**src/rtl/regfile_dump_pkg.sv**
```systemverilog
// Shared types and default geometry for the register-file dump engine.
// The checksum word is enabled with REGFILE_DUMP_CHECKSUM_EN.
package regfile_dump_pkg;

  typedef enum logic [2:0] {
    IDLE,
    READ,
    SEND,
    CSUM,
    DONE
  } dump_state_t;

  localparam int unsigned NUM_REGS_DEF = 32;
  localparam int unsigned DATA_W_DEF   = 32;
  localparam int unsigned ADDR_W_DEF   = 5;

  // Index counter is one bit wider than the address so it can name the checksum word.
  localparam int unsigned IDX_W    = ADDR_W_DEF + 1;
  localparam int unsigned CSUM_IDX = NUM_REGS_DEF;

  function automatic int unsigned idx_width(input int unsigned addr_w);
    return addr_w + 1;
  endfunction

endpackage

```
**src/rtl/regfile_dump.sv**
```systemverilog
// Debug read-out engine: walks the spare regfile read port over x0..x(NUM_REGS-1)
// and streams each value on a valid/ready port. REGFILE_DUMP_CHECKSUM_EN adds an XOR word.
module regfile_dump
  import regfile_dump_pkg::*;
#(
  parameter int unsigned NUM_REGS = NUM_REGS_DEF,
  parameter int unsigned DATA_W   = DATA_W_DEF,
  parameter int unsigned ADDR_W   = ADDR_W_DEF
) (
  input  logic              clk,
  input  logic              rstn,
  input  logic              start,
  output logic [ADDR_W-1:0] rd_reg,
  input  logic [DATA_W-1:0] rd_data,
  output logic              out_valid,
  input  logic              out_ready,
  output logic [ADDR_W:0]   out_idx,
  output logic [DATA_W-1:0] out_data,
  output logic              busy,
  output logic              done
);

  localparam int unsigned    CNT_W     = idx_width(ADDR_W);
  localparam logic [CNT_W-1:0] LAST_IDX  = CNT_W'(NUM_REGS - 1);
  localparam logic [CNT_W-1:0] CSUM_WORD = CNT_W'(NUM_REGS);

  dump_state_t      state;
  dump_state_t      state_next;
  logic [CNT_W-1:0] cnt;

  // The counter's low bits address the regfile directly; its top bit never reaches rd_reg.
  assign rd_reg = cnt[ADDR_W-1:0];

  always_ff @(posedge clk) begin
    if (!rstn) begin
      state <= IDLE;
    end else begin
      state <= state_next;
    end
  end

  always_comb begin
    state_next = state;
    out_valid  = 1'b0;
    busy       = 1'b0;
    done       = 1'b0;
    unique case (state)
      IDLE: begin
        if (start) state_next = READ;
      end
      READ: begin
        busy       = 1'b1;
        state_next = SEND;
      end
      SEND: begin
        busy      = 1'b1;
        out_valid = 1'b1;
        if (out_ready) begin
          if (cnt != LAST_IDX) begin
            state_next = READ;
          end else begin
`ifdef REGFILE_DUMP_CHECKSUM_EN
            state_next = CSUM;
`else
            state_next = DONE;
`endif
          end
        end
      end
      CSUM: begin
        busy      = 1'b1;
        out_valid = 1'b1;
        if (out_ready) state_next = DONE;
      end
      DONE: begin
        done       = 1'b1;
        state_next = IDLE;
      end
      default: state_next = IDLE;
    endcase
  end

`ifdef REGFILE_DUMP_CHECKSUM_EN
  logic [DATA_W-1:0] csum;

  always_ff @(posedge clk) begin
    if (!rstn) begin
      csum <= '0;
    end else if (state == IDLE && start) begin
      csum <= '0;
    end else if (state == SEND && out_ready) begin
      csum <= csum ^ out_data;
    end
  end
`endif

  always_ff @(posedge clk) begin
    if (!rstn) begin
      cnt      <= '0;
      out_idx  <= '0;
      out_data <= '0;
    end else begin
      unique case (state)
        IDLE: begin
          if (start) cnt <= '0;
        end
        READ: begin
          out_data <= rd_data;
          out_idx  <= cnt;
        end
        SEND: begin
          if (out_ready) begin
            cnt <= cnt + CNT_W'(1);
`ifdef REGFILE_DUMP_CHECKSUM_EN
            // Fold the word being accepted now; csum only catches up on this same edge.
            if (cnt == LAST_IDX) begin
              out_idx  <= CSUM_WORD;
              out_data <= csum ^ out_data;
            end
`endif
          end
        end
        default: ;
      endcase
    end
  end

endmodule

```
**config.mk**
```make
export PLATFORM = sky130hd
export DESIGN_NAME = regfile_dump
export DESIGN_NICKNAME = d
export VERILOG_FILES = /design/src/rtl/regfile_dump_pkg.sv /design/src/rtl/regfile_dump.sv
export SDC_FILE = /design/constraint.sdc
export NUM_CORES = 1
export LEC_CHECK = 0
export BUFFER_PORTS_ARGS = -buffer_cell sky130_fd_sc_hd__buf_2
export CAP_MARGIN = 25
export CORE_MARGIN = 2
export CORE_UTILIZATION = 28
export CTS_CLUSTER_DIAMETER = 60
export DETAILED_ROUTE_END_ITERATION = 6
export PLACE_DENSITY_LB_ADDON = 0.3
export SLEW_MARGIN = 5
export SYNTH_ARGS = -nofsm -noshare
export SYNTH_HDL_FRONTEND = slang
export SYNTH_SLANG_ARGS = --single-unit
```
**constraint.sdc**
```tcl
create_clock -name clk -period 3.2 [get_ports clk]
set_input_delay 0.16 -clock clk [delete_from_list [all_inputs] [get_ports clk]]
set_output_delay 0.16 -clock clk [all_outputs]
set_load 0.01 [all_outputs]
```
# [After elaboration in Yosys (flattened, before gate mapping)]
# Index checks and enable logic that the tools add are counted.
[totals] register_bits=47 out_inout_bits=46 word_cells=30
[op_classes] add_sub_neg=1 n_eq_ne=8 n_mux=11 n_reduce_logical=6
[op_table] op="3-bit two-way mux" count=4
[op_table] op="6-bit two-way mux" count=2
[op_table] op="3-bit case mux with 4 select lines" count=1
[op_table] op="6-bit case mux with 2 select lines" count=1
[op_table] op="6-bit by 1-bit adder with 6-bit output (second input constant)" count=1
[op_table] op="3-bit by 2-bit == test with 1-bit output (second input constant)" count=2
[op_table] op="2-bit inequality test (second input constant)" count=3
[op_table] op="6-bit by 5-bit inequality test with 1-bit output (second input constant)" count=1
[op_table] op="3-bit AND reduction" count=2
[op_table] op="3-bit by 1-bit == test with 1-bit output (second input constant)" count=1
[op_table] op="3-bit == test (second input constant)" count=1
[op_table] op="3-bit logical NOT" count=1
[op_table] op="1-bit two-way mux" count=3
[op_table] op="3-bit OR reduction" count=1
[op_table] op="2-bit nonzero test" count=1
[op_table] op="2-bit OR reduction" count=1

# [Depth between registers and ports, before layout]
[depth] depth_word=4 depth_mapped=5 ltp_nobuf=4

# [Worst setup path before layout]
# Ideal clock, no wire load.
[synth_path] kind="flip-flop to flip-flop" startpoint="reg state[0]" endpoint="reg out_data[0]" setup_ns=0.132 arrival_ns=1.125 t_required_ns=3.068 path_slack_ns=1.942 stages_incl_launch_ff=6 n_path_buf=2 period_less_slack_ns=1.258 cell_sequence="dfxtp_1 or3b_1 buf_4 buf_6 nand2_1 a21oi_1"
[synth_between] elab_chain_cells=1
[synth_lines] element="start, declared" line_no="regfile_dump.sv:27" text="dump_state_t state;"
[synth_lines] element="start signal, assigned" line_no="regfile_dump.sv:38" text="state <= state_next;"
[synth_lines] element="3-bit by 1-bit == test with 1-bit output" line_no="regfile_dump.sv:103" text="unique case (state)"
[synth_lines] element="end signal, assigned" line_no="regfile_dump.sv:108" text="out_data <= rd_data;"
[synth_lines] element="end, declared" line_no="regfile_dump.sv:18" text="output logic [DATA_W-1:0] out_data,"
# Every way passes these cells.
# A chain may end at the register's enable or synchronous reset.

# [Worst setup path in the final report]
[layout_path] startpoint="reg state[0]" endpoint="reg out_data[4]"
# Same word-level chain as after synthesis.

==> impl_metrics.json <==
{
  "wl_per_cell_um": 11.9,
  "grt.total_usage_pct": 12.3,
  "wl_met3_um": 317,
  "finalWorstSetupSlack_ns": 1.49,
  "seqCellArea_sq_um": 941,
  "critPathLaunchType": "register",
  "cts_root_buffer": "clkbuf_8",
  "pre_cts_ws_ns": 1.47,
  "final_area_sq_um": 2340,
  "post_cts_resized": 0,
  "finalSetupTns_ns": 0,
  "grt_first_pass_wirelength_um": 7290,
  "multi_input_area_sq_um": 762,
  "worstSetupEndpointType": "register",
  "syn_area_sq_um": 1830,
  "drtPass1Iterations": 4,
  "status": "complete, no violations",
  "die_y_um": 84.9,
  "worstMarginPinSlew_ns": 0.729,
  "path_max_fanout": 24,
  "min_path_type": "primary input to register",
  "antenna_found_initial": 0,
  "finalClockSkew_ns": 0.00874,
  "drtIter0Drc": 35,
  "cts_buffers": 5,
  "yosysWarnings": 0,
  "dpl-instance-area_sq_um": 2230,
  "synth.avg_cell_area_sq_um": 8.15,
  "critPathKind": "register to register",
  "post_cts_buffers": 0,
  "clkSinkCount": 47,
  "highest_layer": "met4",
  "fp-row-count": 29,
  "finalNetCount": 333,
  "portBuffers": 81,
  "start_util_pct": 28.9,
  "fmax_mhz": 583,
  "wirelength_um": 4440,
  "die_w_um": 84.9,
  "detailed_place_hpwl_um": 3120,
  "cts_tree": "done",
  "setup_violations": 0,
  "maxSlewViolCount": 0,
  "timing.final.crit_period_ns": 1.71,
  "holdBufCountCts": 0,
  "period_share_pct": 53.6,
  "ys_seq_area_share_pct": 51.3,
  "rsz0062_at_grt": "false",
  "maxCapViolations": 0,
  "wl_met1_um": 2130,
  "wl_met2_um": 1980,
  "clock_tree.buffer_depth": 2,
  "hold_violations": 0,
  "diodes": 0,
  "grt_pass1_vias": 1587,
  "clock_latency_ns": 0.29,
  "synth.distinct_cells": 33,
  "nFillCells": 677,
  "grt.overflow.total": 0,
  "drtAntennaViolNets": 0,
  "max-slew-margin-rel_pct": 51.4,
  "die-area_sq_um": 7210,
  "syn_to_final_growth_pct": 27.6,
  "p_leak_nw": 1.02,
  "grt_start_max_net_pins": 45,
  "crit_arrival_ns": 1.93,
  "synth_nets": 262,
  "synth-seq-cells": 47,
  "synth_cells": 225,
  "drc": 0,
  "async_reset_ff_share_pct": 0,
  "vias": 1715,
  "synth_edf_count": 0,
  "place_congestion": 0.756,
  "via_per_inst": 4.59,
  "htree_levels": 2,
  "power_mw": 1.31,
  "worst-r2r-cell-count": 4,
  "hold_depth": 3,
  "whs_ns": 0.0937,
  "ys.flop_type": "dfxtp_1",
  "pin_count": 82,
  "drive_gt1_share_pct": 32.0,
  "ir_worst_vdd_mv": 0.186,
  "clk_pin_slew_ns": 0.09,
  "pwr_density_cell_nw_per_um2": 558,
  "crit_required_ns": 3.42,
  "core_area_sq_um": 6350
}
kinds of logic after synthesis:
family / share of synthesized area, %
simple gates: 22.7
compound gates: 17.3
flops: 51.3
buf+inv: 7.44
mux: 0.546
fa+ha+maj: 0.682
layout by cell type, fill, tap and decap left out:
cell,netlist,layout
nand3_1,2,2
or3b_1,1,1
dfxtp_1,47,47
and2_1,1,1
and4_1,1,1
o211ai_1,3,3
a221oi_1,1,1
ha_1,1,1
mux2i_1,1,1
or2_2,1,1
clkbuf_8,0,7
a211oi_1,2,2
inv_2,1,1
inv_1,3,3
nand4_1,2,2
nor2_1,3,3
buf_4,8,2
nor3b_4,0,1
a41oi_1,1,1
a21oi_1,41,41
or3_1,1,1
nor2b_1,1,1
a31oi_1,1,1
buf_2,4,81
nand2b_1,3,3
and4bb_2,1,1
o21ai_0,1,1
clkinvlp_4,0,1
o2111ai_1,1,1
nand2_1,79,79
a311oi_1,2,2
a2111oi_0,1,1
o21ai_1,2,2
power by group:
part           internal, mW  leakage, nW  switching [mW]
clock                 0.197       0.0505           0.189
sequential            0.631        0.382          0.0287
combinational        0.0993        0.587           0.160
final timing paths:
check | startpoint | to | slack [ns]
max reg2reg | state[0] | out_data[4] | 1.49
min | rd_data[30] | out_data[30] | 0.09
max | state[0] | out_data[4] | 1.49
min reg2reg | out_data[21] | out_data[21] | 0.46
sequential cells by signal, indices dropped and copies added (netlist names):
register / count
cnt: 6
out_data: 32
out_idx: 6
state: 3
per-layer routing:
| layer | up-vias | track usage [%] |
|---|---|---|
| met1 | 774 | 16.1 |
| met2 | 56 | 20.0 |
| li1 | 883 | - |
| met4 | 0 | 3.03 |
| met3 | 2 | 3.70 |
| met5 | - | 0 |
through the flow:
step | cells | utilization (%)
6_report | 374 | 36.8
4_1_cts | 374 | 36.8
3_5_place_dp | 366 | 35.2
5_1_grt | 374 | 36.8
3_3_place_gp | 366 | 35.2
2_1_floorplan | 225 | -
critical path, cell delays in order (launching register included):
cell and delay (ns):
dfxtp_1 0.42, nor3b_4 0.61, buf_4 0.38, nand2_1 0.10, a21oi_1 0.12
cells in the mapped netlist (2+ instances only):
master | instances | share of area (%)
nand2_1 | 79 | 16
dfxtp_1 | 47 | 51
a21oi_1 | 41 | 11
buf_4 | 8 | 3.3
clkbuf_1 | 5 | 1.0
buf_2 | 4 | 1.1
inv_1 | 3 | 0.61
nand2b_1 | 3 | 1.0
nor2_1 | 3 | 0.61
o211ai_1 | 3 | 1.2
a211oi_1 | 2 | 0.82
a311oi_1 | 2 | 0.96
buf_6 | 2 | 1.2
nand3_1 | 2 | 0.55
nand4_1 | 2 | 0.68
o21ai_1 | 2 | 0.55
layout make-up:
cell class	count	area share (%)
well taps	77	4.12
repair buffers	83	18.0
flip-flops and latches	47	40.2
multi-input cells	155	32.6
clock buffers	7	4.12
inverters	4	0.642
clock inverters	1	0.321
Power figures use the tool's default switching activity.
